--- config.mk ---
export PLATFORM = sky130hd
export DESIGN_NAME = mips_watchdog_timer
export DESIGN_NICKNAME = d
export VERILOG_FILES = /design/src/rtl/mips_watchdog_timer.sv
export SDC_FILE = /design/constraint.sdc
export NUM_CORES = 1
export LEC_CHECK = 0
export BUFFER_PORTS_ARGS = -buffer_cell sky130_fd_sc_hd__buf_2
export CAP_MARGIN = 40
export CORE_ASPECT_RATIO = 0.5
export CORE_MARGIN = 2
export CORE_UTILIZATION = 40
export CTS_CLUSTER_DIAMETER = 100
export DETAILED_ROUTE_END_ITERATION = 16
export GPL_TIMING_DRIVEN = 0
export PLACE_DENSITY = 0.7
export RECOVER_POWER = 50
export SYNTH_ARGS = -nofsm -noshare
export SYNTH_HDL_FRONTEND = slang
export SYNTH_SLANG_ARGS = --single-unit
--- constraint.sdc ---
create_clock -name i_clk -period 2.84 [get_ports i_clk]
set_input_delay 0.568 -clock i_clk [delete_from_list [all_inputs] [get_ports i_clk]]
set_output_delay 0.568 -clock i_clk [all_outputs]
set_load 0.02 [all_outputs]
--- src/rtl/mips_watchdog_timer.sv ---
// Watchdog timer for the single-cycle MIPS core: counts down from a software-written
// period and emits a fixed-length reset pulse on timeout unless kicked.
module mips_watchdog_timer #(
   parameter int COUNTER_WIDTH   = 32,
   parameter int RESET_PULSE_LEN = 4,
   parameter int PULSE_CNT_WIDTH = 3
) (
   input  logic                     i_clk,
   input  logic                     i_reset,
   input  logic                     i_period_w_en,
   input  logic [COUNTER_WIDTH-1:0] i_period,
   input  logic                     i_kick,
   output logic                     o_wdt_reset,
   output logic [COUNTER_WIDTH-1:0] o_count,
   output logic                     o_armed,
   output logic                     o_expired
);

   typedef enum logic [1:0] {
      ST_DISABLED = 2'd0,
      ST_ARMED    = 2'd1,
      ST_FIRE     = 2'd2
   } state_e;

   localparam logic [COUNTER_WIDTH-1:0]   CNT_ONE    = COUNTER_WIDTH'(1);
   localparam logic [COUNTER_WIDTH-1:0]   CNT_ZERO   = '0;
   localparam logic [PULSE_CNT_WIDTH-1:0] PULSE_LAST = PULSE_CNT_WIDTH'(RESET_PULSE_LEN - 1);

   state_e                     state_q, state_d;
   logic [COUNTER_WIDTH-1:0]   period_q, period_d;
   logic [COUNTER_WIDTH-1:0]   count_q, count_d;
   logic [PULSE_CNT_WIDTH-1:0] pulse_cnt_q, pulse_cnt_d;
   logic                       wdt_reset_q, wdt_reset_d;
   logic                       armed_q, armed_d;
   logic                       expired_q, expired_d;
   logic                       zero_write;

   assign zero_write = i_period_w_en && (i_period == CNT_ZERO);

   always_comb begin
      state_d     = state_q;
      period_d    = i_period_w_en ? i_period : period_q;
      count_d     = count_q;
      pulse_cnt_d = pulse_cnt_q;
      wdt_reset_d = wdt_reset_q;
      expired_d   = zero_write ? 1'b0 : expired_q;

      unique case (state_q)
         ST_DISABLED: begin
            if (i_period_w_en) begin
               count_d = i_period;
               if (!zero_write) state_d = ST_ARMED;
            end
         end
         ST_ARMED: begin
            // A write takes priority over a kick arriving in the same cycle.
            if (i_period_w_en) begin
               count_d = i_period;
               if (zero_write) state_d = ST_DISABLED;
            end else if (i_kick) begin
               count_d = period_q;
            end else if (count_q > CNT_ONE) begin
               count_d = count_q - CNT_ONE;
            end else begin
               state_d     = ST_FIRE;
               count_d     = CNT_ZERO;
               wdt_reset_d = 1'b1;
               expired_d   = 1'b1;
               pulse_cnt_d = PULSE_LAST;
            end
         end
         ST_FIRE: begin
            // Pulse length is fixed; writes only choose where we go afterwards.
            if (pulse_cnt_q == '0) begin
               wdt_reset_d = 1'b0;
               if (period_d != CNT_ZERO) begin
                  state_d = ST_ARMED;
                  count_d = period_d;
               end else begin
                  state_d = ST_DISABLED;
                  count_d = CNT_ZERO;
               end
            end else begin
               pulse_cnt_d = pulse_cnt_q - 1'b1;
            end
         end
         default: begin
            state_d     = ST_DISABLED;
            count_d     = CNT_ZERO;
            wdt_reset_d = 1'b0;
         end
      endcase

      armed_d = (state_d == ST_ARMED);
   end

   always_ff @(posedge i_clk) begin
      if (i_reset) begin
         state_q     <= ST_DISABLED;
         period_q    <= '0;
         count_q     <= '0;
         pulse_cnt_q <= '0;
         wdt_reset_q <= 1'b0;
         armed_q     <= 1'b0;
         expired_q   <= 1'b0;
      end else begin
         state_q     <= state_d;
         period_q    <= period_d;
         count_q     <= count_d;
         pulse_cnt_q <= pulse_cnt_d;
         wdt_reset_q <= wdt_reset_d;
         armed_q     <= armed_d;
         expired_q   <= expired_d;
      end
   end

   assign o_wdt_reset = wdt_reset_q;
   assign o_count     = count_q;
   assign o_armed     = armed_q;
   assign o_expired   = expired_q;

endmodule

==> results of run 1 <==
==> power by group through the flow <==
stage | Clock (mW) | Combinational, mW | Sequential, mW
floorplan | 0 | 0.464 | 1.24
CTS | 1.16 | 0.812 | 1.19
global route | 1.20 | 0.895 | 1.20
detailed placement | 0 | 0.797 | 1.21
global placement | 0 | 0.797 | 1.20
finish | 1.15 | 0.848 | 1.19
==> flip-flops by register name, summed over array words and instances, names as in the netlist <==
name         count
o_count         32
period_q        32
pulse_cnt_q      3
state_q          2
o_armed          1
o_expired        1
o_wdt_reset      1
==> area by class of cell <==
class,count,share of cell area [%]
tap,165,3.634
antenna,1,0.04405
inverter,15,0.9912
clock inverter,4,0.7930
clock buffer,11,4.273
timing repair buffer,72,5.859
buffer,46,3.568
multi-input combinational,490,55.46
sequential,72,25.37
==> final timing paths <==
path,startpoint,to,slack (ns),depth (start not counted)
max,i_period[8],o_count[22],0.01,8
min,period_q[15],period_q[15],0.48,2
max reg2reg,period_q[14],o_count[22],0.02,7
min reg2reg,period_q[15],period_q[15],0.48,2
==> routing by layer <==
| metal | vias up | share of wire [%] |
|---|---|---|
| met5 | - | 0.35 |
| met4 | 2 | 2.7 |
| met3 | 72 | 16 |
| met2 | 429 | 39 |
| met1 | 2700 | 42 |
| li1 | 2524 | - |
==> cell usage in the layout (no fill, tap or decap), types with 5 or more instances in the layout <==
cell type and instances:
nand2_1 74, a21oi_1 65, or3_1 10, xor2_1 5
clkbuf_1 71, inv_1 15, nor2_1 38, o31a_1 7
nor2b_1 9, a21o_1 8, o211ai_1 13, a211oi_1 9
o21ai_0 8, clkbuf_16 9, nor3_1 26, dfxtp_1 72
mux2i_1 16, a31oi_1 16, buf_2 38, o22ai_1 5
a31o_1 5, or4_1 13, and3_1 11, clkbuf_2 5
nand2b_1 10, and2_1 6, nor4_1 19, xnor2_1 7
nand3_1 17, o221ai_1 6
==> stage by stage <==
stage / TNS [ns] / std cells
floorplan: 0 / 624
global placement: -20.89 / 858
detailed placement: -13.52 / 859
CTS: 0 / 876
global route: 0 / 875
finish: 0 / 876
==> Yosys cell counts (3+ instances only) <==
cell type  number
a2111oi_0       3
mux2_2          3
buf_1           6
nand4_1         4
or2_2           3
or4_1          13
o22ai_1         5
buf_2           4
xor2_1          5
o31ai_1         3
a31oi_1        16
xnor2_1         7
o211ai_1       13
a222oi_1        4
or4_4           3
nor2_1         42
a211oi_1        9
o221ai_1        6
nor2b_1         9
and2_1          6
or3_1          10
a41oi_1         4
nand2b_1       10
mux2i_1        16
a31o_1          5
nor3_1         29
nor4_1         20
dfxtp_1        72
clkbuf_1       35
inv_1          15
a21oi_1        65
a22oi_1         3
a221oi_1        4
nand3_1        19
o21ai_0         8
a21o_1          8
o31a_1          7
ha_1            4
nand2_1        75
and3_1         11
==> repair_timing <==
item	CTS	global route
endpoints found under the hold margin	0	0
gates resized for setup	8	14
setup endpoints to repair	28	36
pin swaps	1	1
buffers inserted	2	0
==> critical path, stage by stage <==
cell       delay, ns
buf_2           0.15
nor4_1          0.57
o21bai_1        0.22
o2111ai_2       0.27
o31ai_4         0.43
buf_6           0.23
o22ai_1         0.26
o31a_1          0.35
==> cell families (layout without fill, tap and decap cells) <==
| logic type | after synthesis | after routing | synth area share, % |
|---|---|---|---|
| buf+inv | 62 | 148 | 5.296 |
| compound gates | 188 | 188 | 27.71 |
| flops | 72 | 72 | 30.20 |
| mux | 19 | 19 | 4.064 |
| simple gates | 267 | 267 | 29.47 |
| fa+ha+maj | 4 | 4 | 1.049 |
| xor+xnor | 12 | 12 | 2.202 |
| other cells | 0 | 1 | 0 |
==> impl_metrics.env, run 1 <==
export IMPL_area_delta_synth_final_pct=19.04
export IMPL_drtIter0Drc=882
export IMPL_grt_max_degree=12
export IMPL_post_route_period_util_pct=99.58
export IMPL_switching_share_pct=35.26
export IMPL_dp_slack_ns=-0.5741
export IMPL_max_slew_margin_pct=48.00
export IMPL_antenna_left=0
export IMPL_antenna_found_initial=0
export IMPL_ys_ff_latch=72
export IMPL_cellPowerDensity_mw_per_mm2=562.7
export IMPL_synthTopCellsByArea="dfxtp_1, a21oi_1, nand2_1, mux2i_1, nor2_1"
export IMPL_rows=28
export IMPL_grt_overflow=0
export IMPL_peakVddDrop_v=0.0002266
export IMPL_p_sw_mw=1.127
export IMPL_synth_area_per_cell_sq_um=7.648
export IMPL_syn_num_nets=664
export IMPL_seq_area_sq_mm=0.001441
export IMPL_slew_viol_final=0
export IMPL_hold_buffers=0
export IMPL_netlist_area_sq_mm=0.004772
export IMPL_yosysUniqueCellTypes=69
export IMPL_ios=71
export IMPL_critPathMaxFanout=10
export IMPL_tritoncts="done"
export IMPL_rsz0062_at_grt="no"
export IMPL_end_kind="flip-flop"
export IMPL_die_area_sq_mm=0.01287
export IMPL_clk_path_buf_depth=2
export IMPL_synth_top_flop_cell="dfxtp_1"
export IMPL_grt_pass1_vias=5116
export IMPL_totalWireLength_microns=21840
export IMPL_finalInstanceArea_sq_mm=0.005680
export IMPL_met1_usage_pct=47.99
export IMPL_fill_cells=1189
export IMPL_multiInputGateArea_sq_mm=0.003151
export IMPL_max_cap_violations=0
export IMPL_clk_transition_reported_paths_ns=0.06
export IMPL_start_util_pct=40.66
export IMPL_die_height_microns=81.24
export IMPL_fin_ws_ns=0.01186
export IMPL_core_area_sq_mm=0.01174
export IMPL_syn_inst=624
export IMPL_status="finished, final reports clean"
export IMPL_min_period_ns=2.828
export IMPL_cts_root_buf="clkbuf_16"
export IMPL_finalSetupViolCount=0
export IMPL_grt_first_pass_wirelength_microns=31660
export IMPL_grt_busiest_layer="met1"
export IMPL_startpoint_type="input pin"
export IMPL_yosys_area_top_type="dfxtp_1"
export IMPL_globalplace_congestion=1.005
export IMPL_fmax_ghz=0.3536
export IMPL_seqPwrFrac_pct=37.3
export IMPL_p_leak_nw=2.111
export IMPL_clk_latency_ns=0.34
export IMPL_post_drt_wl_per_cell_microns=24.93
export IMPL_drc_errors=0
export IMPL_io_buffer_count=69
export IMPL_cts_num_sinks=72
export IMPL_holdWs_ns=0.4785
export IMPL_ys_seq_area_share_pct=30.20
export IMPL_dp_hpwl_microns=16310
export IMPL_power_mw=3.196
export IMPL_hp_class="flip-flop to flip-flop"
export IMPL_netlist_area_leader_share_pct=30.20
export IMPL_crit_arrival_ns=3.06
export IMPL_num_vias=5727
export IMPL_finalNetCount=746
export IMPL_p_int_mw=2.069
export IMPL_htree_levels=3
export IMPL_numCtsBuffers=9
export IMPL_grt_usage_pct=34.06
export IMPL_yosys_warnings=0
export IMPL_async_flop_share_pct=0
export IMPL_drive_gt1_share_pct=12.96
export IMPL_cp_required_ns=3.07
export IMPL_die_width_microns=158.5
export IMPL_worst_slew_pin_slew_ns=0.7800
export IMPL_crit_type="input pin to flip-flop"
export IMPL_drtPass1Iterations=8
export IMPL_final_core_util_pct=48.40
export IMPL_clkPwrFrac_pct=36.1
export IMPL_clock_skew_ns=0.003683
export IMPL_hold_violations=0
export IMPL_drt_vias_per_instance=6.538
export IMPL_combPwrFrac_pct=26.5
export IMPL_grtUsageMet3_pct=14.89
export IMPL_met2_usage_pct=46.00
export IMPL_synth_edf_count=0
export IMPL_placed_cell_area_sq_mm=0.005329
Note: power is estimated with default switching activity, not from simulation.
==> inputs of run 2 (changes only) <==
Settings changed: SETUP_SLACK_MARGIN set to 0.4.
==> impl_metrics.env, run 2 (same netlist as run 1, synthesis figures left out) <==
export IMPL_status="finished, final reports clean"
export IMPL_switching_share_pct=35.86
export IMPL_clk_latency_ns=0.35
export IMPL_totalWireLength_microns=23600
export IMPL_rows=28
export IMPL_crit_type="flip-flop to flip-flop"
export IMPL_fin_cells=906
export IMPL_fill_cells=1084
export IMPL_multiInputGateArea_sq_mm=0.003575
export IMPL_wl_met1_microns=9618
export IMPL_finalNetCount=776
export IMPL_dp_hpwl_microns=16650
export IMPL_cts_num_sinks=72
export IMPL_slew_viol_final=0
export IMPL_min_period_ns=2.620
export IMPL_ios=71
export IMPL_dp_slack_ns=-0.6253
export IMPL_critPathMaxFanout=4
export IMPL_rsz0062_at_grt="yes"
export IMPL_drt_vias_per_instance=6.696
export IMPL_dr_max_layer_used="met5"
export IMPL_area_delta_synth_final_pct=36.18
export IMPL_p_int_mw=2.210
export IMPL_worst_slew_pin_slew_ns=0.8561
export IMPL_antenna_left=0
export IMPL_max_slew_margin_pct=42.93
export IMPL_clk_transition_reported_paths_ns=0.06
export IMPL_drive_gt1_share_pct=27.80
export IMPL_hold_buffers=0
export IMPL_finalSetupViolCount=0
export IMPL_clkPwrFrac_pct=35.7
export IMPL_crit_arrival_ns=2.81
export IMPL_p_leak_nw=2.446
export IMPL_clock_skew_ns=0.006742
export IMPL_max_cap_violations=0
export IMPL_htree_levels=3
export IMPL_numCtsBuffers=9
export IMPL_die_width_microns=158.5
export IMPL_antenna_found_initial=1
export IMPL_drc_errors=0
export IMPL_cp_required_ns=3.03
export IMPL_core_area_sq_mm=0.01174
export IMPL_combPwrFrac_pct=29.4
export IMPL_dr_wl_met2_microns=9148
export IMPL_tritoncts="done"
export IMPL_final_common_cell="nand2_1"
export IMPL_drtPass1Iterations=6
export IMPL_seqPwrFrac_pct=34.8
export IMPL_start_util_pct=40.66
export IMPL_drtIter0Drc=925
export IMPL_grt_pass1_vias=5336
export IMPL_fin_ws_ns=0.2205
export IMPL_seq_area_sq_mm=0.001463
export IMPL_hp_class="flip-flop to flip-flop"
export IMPL_num_vias=6067
export IMPL_grt_first_pass_wirelength_microns=33260
export IMPL_end_kind="flip-flop"
export IMPL_fin_tns_setup_ns=0
export IMPL_grt_usage_pct=36.10
export IMPL_dp_cells=858
export IMPL_hold_violations=0
export IMPL_grt_max_degree=13
export IMPL_peakVddDrop_v=0.0002493
export IMPL_wl_met3_microns=3984
export IMPL_die_area_sq_mm=0.01287
export IMPL_cts_root_buf="clkbuf_16"
export IMPL_die_height_microns=81.24
export IMPL_globalplace_congestion=1.035
export IMPL_post_route_period_util_pct=92.24
export IMPL_antenna_cells=0
export IMPL_startpoint_type="flip-flop"
export IMPL_io_buffer_count=69
export IMPL_fmax_ghz=0.3817
export IMPL_p_sw_mw=1.236
export IMPL_cellPowerDensity_mw_per_mm2=530.2
export IMPL_grt_overflow=0
export IMPL_reg2reg_slack_ns=0.22
export IMPL_final_cell_mix="nand2_1, dfxtp_1, a21oi_1"
export IMPL_post_drt_wl_per_cell_microns=26.05
export IMPL_clk_path_buf_depth=2
run 2: cell count changes in the layout (fill, tap and decap cells not counted), moves of 8 or more:
cell / before / now
dfxtp_1: 72 / 61
buf_4: 1 / 24
clkbuf_1: 71 / 54
dfxtp_2: 0 / 8
run 2: what timing repair did:
item | CTS | global route
buffers inserted | 16 | 15
resized for setup | 88 | 65
cloned | 0 | 1
endpoints found under the setup margin | 51 | 36
pin swaps | 25 | 24
run 2: path summary, 6_finish.rpt:
| path | from | endpoint | cells past startpoint |
|---|---|---|---|
| worst max-delay path | period_q[14] | o_count[5] | 6 |
| worst min-delay path | pulse_cnt_q[0] | pulse_cnt_q[0] | 1 |
| worst max register to register | period_q[14] | o_count[5] | 6 |
| worst min register to register | pulse_cnt_q[0] | pulse_cnt_q[0] | 1 |
run 2: layout make-up:
cell class	instances	share of cell area [%]
Sequential cell	72	22.51
Multi-Input combinational cell	490	55.01
Clock buffer	12	4.101
Timing Repair Buffer	101	9.453
Buffer	47	4.101
Inverter	15	0.8664
Clock inverter	4	0.7894
Tap cell	165	3.177
run 2: power groups by stage:
stage | clock network, mW | logic (mW) | registers [mW]
floorplan | 0 | 0.471 | 1.24
global placement | 0 | 0.809 | 1.20
detailed placement | 0 | 0.810 | 1.20
CTS | 1.23 | 0.907 | 1.19
global route | 1.27 | 1.05 | 1.21
finish | 1.23 | 1.01 | 1.20
run 2: metrics by stage:
step | power [mW] | hold WS, ns | util, % | instance area (sq um)
2_1_floorplan | 1.711 | 0.4430 | - | 4811
3_3_place_gp | 2.010 | 0.4605 | 45.69 | 5363
3_5_place_dp | 2.015 | 0.4659 | 45.69 | 5363
4_1_cts | 3.327 | 0.4777 | 52.89 | 6207
5_1_grt | 3.531 | 0.5067 | 55.37 | 6499
6_report | 3.445 | 0.4750 | 55.37 | 6499
run 2: per-layer routing:
layer | GRT usage, % | vias to the layer above
met4 | 9.189 | 2
met5 | 0 | -
met3 | 17.82 | 107
met2 | 51.04 | 535
met1 | 48.62 | 2834
li1 | - | 2589
run 2: critical path, stage by stage, from the launching register on:
cell	delay, ns
dfxtp_1	0.33
or4_4	0.57
o21a_1	0.20
or3_4	0.39
o31a_1	0.33
o211ai_1	0.50
a211oi_1	0.15
